--- src/rtl/jesd204b_pkg.sv ---
// Shared types and control-octet constants for the JESD204B receive lane synchroniser.
package jesd204b_pkg;

  typedef enum logic [1:0] {
    SYNC_REQ = 2'd0,
    CGS_DONE = 2'd1,
    ILAS     = 2'd2,
    DATA     = 2'd3
  } lane_state_t;

  localparam logic [7:0] K28_5 = 8'hBC;
  localparam logic [7:0] K28_0 = 8'h1C;
  localparam logic [7:0] K28_3 = 8'h7C;
  localparam logic [7:0] K28_4 = 8'h9C;

  // A full code-group-sync word: four K28.5 characters, all flagged as K.
  function automatic logic is_cgs_word(input logic [31:0] data, input logic [3:0] charisk);
    return (charisk == 4'hF) && (data == {4{K28_5}});
  endfunction

endpackage

--- src/rtl/jesd204b_ilas_counter.sv ---
// ILAS octet/multiframe position tracker; reports multiframe wrap and head-of-multiframe for the current word.
module jesd204b_ilas_counter #(
  parameter int unsigned OCT_PER_MF = 8
) (
  input  logic       clk,
  input  logic       rst_n,
  input  logic       start,
  input  logic       advance,
  output logic [1:0] mf_cur,
  output logic       wrap,
  output logic       mf_head
);

  localparam int unsigned OW = $clog2(OCT_PER_MF + 1);

  logic [OW-1:0] oct_cnt;
  logic [OW-1:0] oct_base;
  logic [OW-1:0] oct_sum;
  logic [1:0]    mf_cnt;

  // The start word is counted from position zero so the flags are valid for it too.
  always_comb begin
    oct_base = start ? '0 : oct_cnt;
    oct_sum  = oct_base + OW'(4);
    mf_cur   = start ? '0 : mf_cnt;
    wrap     = (oct_sum == OW'(OCT_PER_MF));
    mf_head  = (oct_base == '0);
  end

  always_ff @(posedge clk or negedge rst_n) begin
    if (!rst_n) begin
      oct_cnt <= '0;
      mf_cnt  <= '0;
    end else if (start || advance) begin
      oct_cnt <= wrap ? '0 : oct_sum;
      mf_cnt  <= wrap ? mf_cur + 2'd1 : mf_cur;
    end else begin
      oct_cnt <= '0;
      mf_cnt  <= '0;
    end
  end

endmodule

--- src/rtl/jesd204b_rx_lane_sync.sv ---
// JESD204B receive lane synchroniser: CGS, ILAS tracking, DATA gating and error-driven resync.
// Optional ILAS content checking is enabled by defining JESD_RX_ILAS_CHECK_EN.
module jesd204b_rx_lane_sync
  import jesd204b_pkg::*;
#(
  parameter int unsigned FRAME_SIZE = 1,
  parameter int unsigned FMLC_NUM   = 8,
  parameter int unsigned CGS_CYCLES = 4,
  parameter int unsigned ERR_LIMIT  = 3
) (
  input  logic        i_clk,
  input  logic        i_rst_n,
  input  logic [31:0] i_rx_data,
  input  logic [3:0]  i_rx_charisk,
  input  logic [3:0]  i_rx_disperr,
  input  logic [3:0]  i_rx_notintable,
  output logic        o_nsync,
  output logic [31:0] o_data,
  output logic        o_data_valid,
  output logic [1:0]  o_state,
  output logic        o_ilas_err
);

  localparam int unsigned CW = $clog2(CGS_CYCLES + 1);
  localparam int unsigned EW = $clog2(ERR_LIMIT + 1);

  lane_state_t   state, next;
  logic [CW-1:0] cgs_cnt, cgs_next;
  logic [EW-1:0] err_cnt, err_next;
  logic          nsync;
  logic [31:0]   data;
  logic          valid;

  logic          cgs_word;
  logic          r_word;
  logic          errored;
  logic          start;
  logic          advance;
  logic [1:0]    mf_cur;
  logic          wrap;
  logic          mf_head;

  jesd204b_ilas_counter #(
    .OCT_PER_MF(FRAME_SIZE * FMLC_NUM)
  ) u_ilas_counter (
    .clk    (i_clk),
    .rst_n  (i_rst_n),
    .start  (start),
    .advance(advance),
    .mf_cur (mf_cur),
    .wrap   (wrap),
    .mf_head(mf_head)
  );

  always_comb begin
    cgs_word = is_cgs_word(i_rx_data, i_rx_charisk);
    r_word   = (i_rx_data[7:0] == K28_0) && i_rx_charisk[0];
    errored  = |{i_rx_disperr, i_rx_notintable};
  end

  always_comb begin
    next     = state;
    cgs_next = cgs_cnt;
    err_next = err_cnt;
    start    = 1'b0;
    advance  = 1'b0;

    case (state)
      SYNC_REQ: begin
        if (cgs_word) begin
          if (cgs_cnt == CW'(CGS_CYCLES - 1)) begin
            next     = CGS_DONE;
            cgs_next = '0;
          end else begin
            cgs_next = cgs_cnt + CW'(1);
          end
        end else begin
          cgs_next = '0;
        end
      end
      CGS_DONE: begin
        if (!cgs_word) begin
          if (r_word) begin
            next  = ILAS;
            start = 1'b1;
          end else begin
            next = SYNC_REQ;
          end
        end
      end
      ILAS: begin
        if (wrap && (mf_cur == 2'd3)) next = DATA;
      end
      DATA: ;
      default: next = SYNC_REQ;
    endcase

    // Error-limit resync overrides any other transition decided above.
    if ((state == ILAS) || (state == DATA)) begin
      if (errored) begin
        if (err_cnt == EW'(ERR_LIMIT - 1)) next = SYNC_REQ;
        else err_next = err_cnt + EW'(1);
      end else begin
        err_next = '0;
      end
    end

    if (next == SYNC_REQ && state != SYNC_REQ) begin
      err_next = '0;
      cgs_next = '0;
    end

    advance = (state == ILAS) && (next != SYNC_REQ);
  end

  always_ff @(posedge i_clk or negedge i_rst_n) begin
    if (!i_rst_n) begin
      state   <= SYNC_REQ;
      cgs_cnt <= '0;
      err_cnt <= '0;
      nsync   <= 1'b0;
      data    <= '0;
      valid   <= 1'b0;
    end else begin
      state   <= next;
      cgs_cnt <= cgs_next;
      err_cnt <= err_next;
      nsync   <= (next != SYNC_REQ);
      if (state == DATA && next == DATA) begin
        data  <= i_rx_data;
        valid <= 1'b1;
      end else begin
        data  <= '0;
        valid <= 1'b0;
      end
    end
  end

  assign o_nsync      = nsync;
  assign o_data       = data;
  assign o_data_valid = valid;
  assign o_state      = state;

`ifdef JESD_RX_ILAS_CHECK_EN
  logic ilas_err;
  logic ilas_bad;

  // Multiframe tail must be K28.3; the second multiframe carries K28.4 right after its /R/.
  always_comb begin
    ilas_bad = 1'b0;
    if (start || advance) begin
      if (wrap && !((i_rx_data[31:24] == K28_3) && i_rx_charisk[3])) ilas_bad = 1'b1;
      if (mf_head && (mf_cur == 2'd1) &&
          !((i_rx_data[15:8] == K28_4) && i_rx_charisk[1])) ilas_bad = 1'b1;
    end
  end

  always_ff @(posedge i_clk or negedge i_rst_n) begin
    if (!i_rst_n) begin
      ilas_err <= 1'b0;
    end else if (next == SYNC_REQ) begin
      ilas_err <= 1'b0;
    end else if (ilas_bad) begin
      ilas_err <= 1'b1;
    end
  end

  assign o_ilas_err = ilas_err;
`else
  logic unused_mf_head;
  assign unused_mf_head = mf_head;
  assign o_ilas_err     = 1'b0;
`endif

endmodule

--- config.mk ---
export PLATFORM = sky130hd
export DESIGN_NAME = jesd204b_rx_lane_sync
export DESIGN_NICKNAME = d
export VERILOG_FILES = /design/src/rtl/jesd204b_pkg.sv /design/src/rtl/jesd204b_ilas_counter.sv /design/src/rtl/jesd204b_rx_lane_sync.sv
export SDC_FILE = /design/constraint.sdc
export NUM_CORES = 1
export LEC_CHECK = 0
export ABC_AREA = 1
export CORE_ASPECT_RATIO = 0.9
export CORE_MARGIN = 5
export CORE_UTILIZATION = 43
export DETAILED_ROUTE_END_ITERATION = 8
export PLACE_DENSITY = 0.9
export SETUP_SLACK_MARGIN = 0.1
export SYNTH_ARGS = -nofsm -noshare
export SYNTH_HDL_FRONTEND = slang
export SYNTH_SLANG_ARGS = --single-unit
--- constraint.sdc ---
create_clock -name i_clk -period 1.8 [get_ports i_clk]
set_input_delay 0.18 -clock i_clk [delete_from_list [all_inputs] [get_ports i_clk]]
set_output_delay 0.18 -clock i_clk [all_outputs]
set_load 0.05 [all_outputs]
==> reports/metrics.yaml, run 1 <==
synth-seq-cells: 47
cts_num_sinks: 47
post-route-period-util: 0.9291
clock_path_buffers: 2
crit_chain: "clkdlybuf4s50_1 > inv_2 > nand2_2 > nor2_4 > nand3_4 > nand2_2 > inv_2 > ha_4 > inv_2 > nor2_2 > nand3_2 > nand3_2 > nand2_4 > nand2_8 > nand2_8 > nor2_2"
arrival_ps: 1900
drive_gt1_frac: 0.2229
crit_required_ps: 2030
synth_top_cell_area_share: 0.5562
track_usage: 0.1629
firstDrtPassIters: 4
syn-cell-area_um2: 2115
antenna_left: 0
hp-class: "in -> reg"
fp.coreArea_um2: 4805
dieArea_um2: 6422
hold_violations: 0
synth-seq-area-share: 0.5562
slew_viol_final: 0
fin_total_pwr_w: 0.001945
post-place-ws_ps: -232.4
clk_pin_slew_ps: 80
p_leak_nw: 1.738
place_area_um2: 3113
cts_htree_levels: 2
synth_top_family_by_area: "simple AND/OR/NAND/NOR gates"
worstPathMaxFanout: 6
cp_top_family: "simple AND/OR/NAND/NOR gates"
overflow: 0
crit_slowest_cell: "clkdlybuf4s50_1"
worstMarginPinSlew_ps: 546.3
synth-edff-count: 0
area_growth_pct: 58.17
routedWlPerCell_um: 13.13
stdcell_area_um2: 3344
period_minus_slack_ps: 1672
die_w_um: 83.92
clock_latency_ps: 300
n_fill_cell: 342
post-route-util: 0.6961
synthCells: 241
peakVddDrop_uv: 463.1
ys_top_cells_by_count: "inv_1, dfrtp_1, nand2_1"
fin_nets: 399
fmax_mhz: 597.9
fin_ws_ps: 127.6
numCtsBuffers: 5
cts_tree: "done"
syn_nets: 291
power_density_nw_per_um2: 581.6
synth-xor-area-share: 0.004142
grt_pass1_wl_mm: 8.362
slew_headroom: 0.6353
synth_fa_ha_area_frac: 0.02367
route.detailed.drc: 0
startpoint_type: "input port"
drv_cap: 0
holdWs_ps: 145.2
regArea_um2: 1179
diodes: 0
wirelength_mm: 5.450
gp_congestion: 0.8271
rsz0062_at_grt: "yes"
dpl.hpwl_mm: 4.178
report.final.setup_viol: 0
io_buffers: 81
grt_start_max_net_pins: 33
cp_common_cell: "inv_2"
status: "finished clean"
ios: 83
cpPeakStageDelay_ps: 500
placementRows: 24
synth-compound-area-share: 0.01361
path_class: "in -> reg"
synth_area_leaders: "dfrtp_1, inv_1, nand2_1"
skew_ps: 4.334
synth_most_common_cell: "inv_1"
endpoint_kind: "register"
initial_core_util: 0.4401
vias: 1900
synth_flop_cell: "dfrtp_1"
synth_cell_types: 27
cp.buffers_inverters: 4
die_h_um: 76.53
grt_pass1_vias: 1908
vias_per_cell: 4.578
yosys.area_share.simple: 0.2888
cts_root_buffer: "clkbuf_8"
synth.area.mux_share: 0
first_iter_violations: 103
ys_warn_count: 0
antenna_found_initial: 0
async_reset_ff_frac: 1.000
synth_area_leader_cell: "dfrtp_1"
syn_avg_cell_area_um2: 8.774
multi_input_area_um2: 790.8
-- area by class of cell --
type                    instances  share of cell area
clock buffers                   8             0.02993
repair buffers                105              0.2985
multi-input cells             138              0.2364
well taps                      65             0.02432
flip-flops and latches         47              0.3524
inverters                      52             0.05836
-- per-layer routing --
layer  vias up  wire, um  GRT usage
met5         -         0          0
met4         0       109    0.05788
met3        10       393    0.05514
met2        57      2948     0.2957
met1       908      1998     0.1751
li1        925         -          -
-- cell usage in the layout (no fill, tap or decap) --
cell / netlist / final
nand3b_1: 1 / 1
nand2_1: 44 / 37
ha_2: 0 / 1
dfrtp_2: 0 / 2
nand4_1: 5 / 5
ha_4: 0 / 1
buf_4: 1 / 24
dlymetal6s2s_1: 0 / 6
dlygate4sd2_1: 0 / 2
o21ai_0: 2 / 2
nand3_2: 2 / 5
nand3_1: 7 / 4
inv_1: 50 / 43
nand3_4: 1 / 1
conb_1: 1 / 1
nand2_8: 0 / 2
o21ai_2: 1 / 1
nor2_4: 2 / 4
nor2_2: 11 / 10
or2_4: 0 / 1
nor4_1: 2 / 2
clkbuf_1: 0 / 1
inv_2: 1 / 8
nand2_4: 3 / 2
a21oi_1: 2 / 1
clkinv_1: 1 / 1
dfrtp_1: 47 / 45
xor2_1: 1 / 1
clkdlybuf4s50_1: 0 / 71
nor2_1: 42 / 41
buf_2: 0 / 1
a21oi_2: 0 / 1
clkbuf_8: 0 / 7
ha_1: 4 / 2
nand2_2: 1 / 7
and3_1: 1 / 1
nor3_1: 4 / 4
dlygate4sd3_1: 0 / 1
-- final timing paths --
path | from | to | slack (ps) | cells after the start
max | i_rx_data[6] | u_ilas_counter.oct_cnt[3] | 130 | 16
min | i_rx_data[2] | o_data[2] | 150 | 3
max reg2reg | o_state[1] | u_ilas_counter.mf_cnt[1] | 140 | 13
min reg2reg | u_ilas_counter.oct_cnt[0] | u_ilas_counter.oct_cnt[0] | 540 | 2
max in group asynchronous | i_rst_n | o_data[19] | 810 | 3
min in group asynchronous | i_rst_n | o_data[6] | 360 | 2
-- stage by stage --
step           instances  setup TNS [ps]
6_report             415               0
5_1_grt              415               0
4_1_cts              412               0
3_5_place_dp         401           -2345
3_3_place_gp         401           -1433
2_1_floorplan        241          -33.08
-- worst min-delay path, stage by stage --
cell and delay, ps:
dlymetal6s2s_1 140, inv_1 50, nor2_1 40
-- kinds of logic (layout without fill, tap and decap cells) --
group | count (synthesis) | after routing
buf+inv | 56 | 165
fa+ha+maj | 4 | 4
xor+xnor | 1 | 1
flops | 47 | 47
simple gates | 127 | 127
compound gates | 5 | 5
other cells | 1 | 1
-- report_power, final --
part,switching (W),internal [W],leakage [nW]
Clock,0.000334,0.000351,0.0515
Sequential,0.000000633,0.00106,0.653
Combinational,0.0000878,0.000116,1.03
-- state kept, by name, summed over array words and instances, names as in the netlist --
register / cells
u_ilas_counter.mf_cnt: 2
o_data_valid: 1
o_state: 2
cgs_cnt: 3
o_nsync: 1
o_data: 32
u_ilas_counter.oct_cnt: 4
err_cnt: 2
-- timing repair --
item | 4_1_cts | 5_1_grt
setup buffers | 2 | 3
cloned | 0 | 0
hold buffers | 1 | 0
setup endpoints to repair | 7 | 11
hold endpoints to repair | 19 | 0
pin swaps | 5 | 10
resized for setup | 4 | 26
No activity file was read; power rests on OpenSTA's default activity.
==> run 2, diff against run 1 <==
--- a/config.mk
+++ b/config.mk
@@ -7,10 +7,9 @@
 export LEC_CHECK = 0
 export ABC_AREA = 1
 export CORE_ASPECT_RATIO = 0.9
-export CORE_MARGIN = 5
-export CORE_UTILIZATION = 43
+export CORE_UTILIZATION = 39
 export DETAILED_ROUTE_END_ITERATION = 8
-export PLACE_DENSITY = 0.9
+export PLACE_DENSITY = 0.87
 export SETUP_SLACK_MARGIN = 0.1
 export SYNTH_ARGS = -nofsm -noshare
 export SYNTH_HDL_FRONTEND = slang
==> constraint.sdc (replaced) <==
create_clock -name i_clk -period 1.4 [get_ports i_clk]
set_input_delay 0.14 -clock i_clk [delete_from_list [all_inputs] [get_ports i_clk]]
set_output_delay 0.14 -clock i_clk [all_outputs]
set_load 0.05 [all_outputs]
==> run 2 against run 1 <==
Compared with the run above: hold slack better by 150 ps; largest cell class unchanged; highest routed layer unchanged; the flow now finishes with violations (setup timing); combinational power rose by 40%; via count increased by 7.8%; design area rose by 7.0%; critical path type unchanged; die area down 11%; sequential share of layout area fell by 2.3 points.
==> reports/metrics.yaml, run 2 (same netlist as run 1, synthesis figures left out) <==
holdWs_ps: 293.5
dieArea_um2: 5721
n_fill_cell: 371
largest_reg_flops: 32
first_iter_violations: 110
fin_nets: 420
cts_htree_levels: 2
clock_latency_ps: 310
io_buffers: 81
grt_pass1_wl_mm: 8.707
p_leak_nw: 1.939
slew_viol_final: 0
period_minus_slack_ps: 1661
cts_tree: "done"
routedWlPerCell_um: 14.04
post-place-ws_ps: -578.7
die_h_um: 71.86
cts_root_buffer: "clkbuf_8"
post-route-period-util: 1.187
drv_cap: 0
antenna_left: 0
antenna_found_initial: 0
arrival_ps: 1860
track_usage: 0.2029
rsz0062_at_grt: "yes"
route.detailed.drc: 0
ios: 83
fp.coreArea_um2: 5224
path_class: "in -> reg"
hp-class: "in -> async"
fmax_mhz: 602.0
firstDrtPassIters: 4
overflow: 0
p_comb_frac: 0.111
endpoint_kind: "register"
drive_gt1_frac: 0.3827
grt_pass1_vias: 1929
crit_required_ps: 1600
grt_start_max_net_pins: 32
final_cell_mix: "buf_4, inv_1, dfrtp_1"
intPower_w: 0.001970
clk_pin_slew_ps: 90
skew_ps: 5.033
report.final.setup_viol: 14
peakVddDrop_uv: 684.8
cts_num_sinks: 47
fin_ws_ps: -261.2
clockPowerShare: 0.360
startpoint_type: "input port"
post-route-util: 0.6848
diodes: 0
pwr-share-seq: 0.529
violations: "setup timing"
initial_core_util: 0.4048
die_w_um: 79.62
r2r.worst_path.cells: 14
area_growth_pct: 69.17
switchingPower_w: 0.0006008
gp_congestion: 0.8484
numCtsBuffers: 5
hold_violations: 0
power_density_nw_per_um2: 718.7
dpl.hpwl_mm: 3.959
p_sw_frac: 0.2337
clock_path_buffers: 2
vias_per_cell: 4.676
final_common_cell: "buf_4"
worstPathMaxFanout: 5
placementRows: 25
vias: 2048
status: "finished with violations"
wirelength_mm: 6.151
## run 2: timing repair
item                                    4_1_cts  5_1_grt
buffers inserted                              2        3
pin swaps                                    11       10
hold endpoints to repair                     16        0
resized for setup                            12       34
endpoints found under the setup margin       15       46
hold buffers                                  1        0
cloned                                        0        3
## run 2: final timing paths
kind | start | end | slack [ps]
worst min-delay path | i_rst_n | err_cnt[0] | 290
max in group asynchronous | i_rst_n | cgs_cnt[2] | 600
worst max-delay path | i_rx_data[5] | cgs_cnt[2] | -260
worst max register to register | o_state[0] | cgs_cnt[2] | -250
worst min register to register | u_ilas_counter.oct_cnt[1] | u_ilas_counter.oct_cnt[1] | 540
min in group i_clk | i_rx_notintable[3] | o_data_valid | 320
## run 2: final cells by class
cell class / instances / area, um2 / area share
clock inverters: 1 / 7.507 / 0.002099
inverters: 52 / 202.7 / 0.05666
flip-flops and latches: 47 / 1179 / 0.3295
well taps: 67 / 83.83 / 0.02343
multi-input cells: 138 / 849.6 / 0.2375
clock buffers: 7 / 96.34 / 0.02693
repair buffers: 126 / 1159 / 0.3239
## run 2: power groups by stage
| stage | Combinational, W | Clock, W | Sequential [W] |
|---|---|---|---|
| detailed placement | 0.000268 | 0 | 0.00139 |
| floorplan | 0.0000591 | 0 | 0.00139 |
| global placement | 0.000262 | 0 | 0.00139 |
| global route | 0.000312 | 0.000994 | 0.00136 |
| CTS | 0.000275 | 0.000921 | 0.00136 |
| finish | 0.000285 | 0.000926 | 0.00136 |
## run 2: routing by layer
layer / global-route usage / up-vias / part of all wire
li1: - / 969 / -
met1: 0.2275 / 1003 / 0.39
met2: 0.3495 / 62 / 0.53
met3: 0.05860 / 14 / 0.049
met4: 0.1051 / 0 / 0.022
met5: 0 / - / 0
## run 2: per-stage QoR
| step | total power (W) | instances | area [um2] | setup TNS [ps] |
|---|---|---|---|---|
| finish | 0.002571 | 438 | 3577 | -3086 |
| global route | 0.002666 | 438 | 3577 | -5133 |
| CTS | 0.002556 | 432 | 3386 | -2402 |
| detailed placement | 0.001655 | 421 | 3213 | -13210 |
| global placement | 0.001648 | 421 | 3213 | -11040 |
| floorplan | 0.001446 | 241 | 2135 | -4716 |
## run 2: critical path, stage by stage
cell	delay [ps]
clkdlybuf4s50_1	450
inv_2	90
nand2_2	60
nor2_4	130
nand3_4	120
nand2_2	90
inv_2	40
ha_4	150
inv_4	50
nor2_4	30
nand3_2	60
nand3_2	80
nand2_4	120
nand2_8	90
nand3_2	90
nand2_1	70
==> run 3, diff against run 2 <==
--- a/config.mk
+++ b/config.mk
@@ -9,7 +9,7 @@
 export CORE_ASPECT_RATIO = 0.9
 export CORE_UTILIZATION = 39
 export DETAILED_ROUTE_END_ITERATION = 8
-export PLACE_DENSITY = 0.87
+export PLACE_DENSITY = 0.84
 export SETUP_SLACK_MARGIN = 0.1
 export SYNTH_ARGS = -nofsm -noshare
 export SYNTH_HDL_FRONTEND = slang
==> run 3 against run 2 <==
Compared with the run above: the run still ends with setup timing left; worst setup slack worse by 21 ps; power fell by 3.3%; critical endpoint is now u_ilas_counter.mf_cnt[1]; global-route usage down 0.27 points; register-to-register slack hardly changed.
==> reports/metrics.yaml, run 3 (same netlist as run 1, synthesis figures left out) <==
cts_tree: "done"
rsz0062_at_grt: "yes"
skew_ps: 11.55
worstPathMaxFanout: 6
antenna_left: 0
n_fill_cell: 359
slew_viol_final: 0
ios: 83
fin_nets: 418
grt_pass1_vias: 1943
hp-class: "in -> reg"
die_h_um: 71.86
holdWs_ps: 254.9
switchingPower_w: 0.0006066
clock_path_buffers: 2
stdcell_area_um2: 3740
first_iter_violations: 123
wirelength_mm: 5.990
p_leak_nw: 1.935
cts_root_buffer: "clkbuf_8"
p_comb_frac: 0.122
pwr-share-seq: 0.547
placementRows: 25
power_density_nw_per_um2: 664.5
fin_ws_ps: -282.6
post-route-period-util: 1.202
largest_reg_flops: 32
fp.coreArea_um2: 5224
io_buffers: 81
violations: "setup timing"
initial_core_util: 0.4048
overflow: 0
final_cell_mix: "buf_4, dfrtp_1, inv_1"
post-route-util: 0.7159
place_area_um2: 3191
p_sw_frac: 0.2441
numCtsBuffers: 5
grt_start_max_net_pins: 33
gp_congestion: 0.8287
crit_required_ps: 1590
clock_latency_ps: 300
hold_violations: 0
diodes: 0
endpoint_kind: "register"
drive_gt1_frac: 0.4417
route.detailed.drc: 0
drv_cap: 0
gr-usage-met1: 0.2282
area_growth_pct: 76.86
peakVddDrop_uv: 420.0
dieArea_um2: 5721
die_w_um: 79.62
fmax_mhz: 594.3
startpoint_type: "input port"
routedWlPerCell_um: 13.74
intPower_w: 0.001879
cts_num_sinks: 47
crit_slowest_cell: "clkdlybuf4s50_1"
grt-busiest-layer: "met2"
cpPeakStageDelay_ps: 440
vias_per_cell: 4.622
status: "finished with violations"
clockPowerShare: 0.331
grt_pass1_wl_mm: 8.625
final_common_cell: "buf_4"
met3_usage: 0.05096
path_class: "in -> reg"
clk_pin_slew_ps: 80
r2r_setup_slack_ps: -260
arrival_ps: 1870
crit_chain: "clkdlybuf4s50_1 > inv_2 > nand2_1 > nor2_4 > nand3_4 > nand2_2 > inv_2 > ha_4 > inv_2 > nor2_2 > nand3_2 > nand3_2 > nand2_4 > nand2_8 > nand2_8 > nor2_2"
vias: 2015
track_usage: 0.2002
firstDrtPassIters: 4
dpl.hpwl_mm: 3.873
use_met2: 0.3561
report.final.setup_viol: 44
period_minus_slack_ps: 1683
cp_common_cell: "inv_2"
antenna_found_initial: 0
fin_total_pwr_w: 0.002485
cts_htree_levels: 2
==> run 3: final cells by class <==
type                       count  area, um2  share of cell area
sequential                    47       1179              0.3152
inverter                      52      200.2             0.05353
clock buffer                   6      72.57             0.01940
tap                           67      83.83             0.02242
multi-input combinational    138       1021              0.2730
clock inverter                 2      16.27            0.004349
timing repair buffer         124       1167              0.3121
==> run 3: through the flow <==
| step | cells | TNS (ps) | setup slack (ps) |
|---|---|---|---|
| after floorplan | 241 | -4716 | -408.6 |
| after global placement | 418 | -11990 | -521.9 |
| after detailed placement | 418 | -13580 | -627.6 |
| after CTS | 430 | -2296 | -205.9 |
| after global routing | 436 | -7114 | -340.1 |
| final | 436 | -4552 | -282.6 |
==> run 3: power by group through the flow <==
stage                     clock network (W)  logic (W)  registers, W
after floorplan                           0  0.0000591       0.00139
after global placement                    0   0.000260       0.00139
after detailed placement                  0   0.000265       0.00139
after CTS                          0.000836   0.000271       0.00136
after global routing               0.000896   0.000332       0.00136
final                              0.000822   0.000303       0.00136
==> run 3: worst paths after layout <==
check / from / cells past startpoint / end
worst max-delay path: i_rx_data[5] / 16 / u_ilas_counter.mf_cnt[1]
worst min-delay path: i_rx_data[1] / 3 / o_data[1]
worst max register to register: o_state[0] / 14 / u_ilas_counter.mf_cnt[1]
worst min register to register: u_ilas_counter.oct_cnt[0] / 2 / u_ilas_counter.oct_cnt[0]
max in group asynchronous: i_rst_n / 3 / o_data[17]
min in group asynchronous: i_rst_n / 2 / o_data[9]
==> run 3: metal layers <==
| layer | vias up | routed length, um |
|---|---|---|
| met5 | - | 0 |
| met4 | 0 | 138 |
| met3 | 15 | 336 |
| met2 | 65 | 3317 |
| met1 | 972 | 2197 |
| li1 | 963 | - |
==> run 3: critical path, delay by kind of cell <==
kind | cells | cell delay, ps
and+or+nand+nor | 11 | 950
buffers and inverters | 4 | 620
adders and majority gates | 1 | 150
==> run 3: timing repair <==
| item | 4_1_cts | 5_1_grt |
|---|---|---|
| setup buffers | 2 | 4 |
| resized for setup | 15 | 78 |
| endpoints found under the setup margin | 15 | 46 |
| hold endpoints to repair | 15 | 0 |
| hold buffers | 1 | 0 |
| pin swaps | 11 | 12 |
| cloned | 1 | 2 |
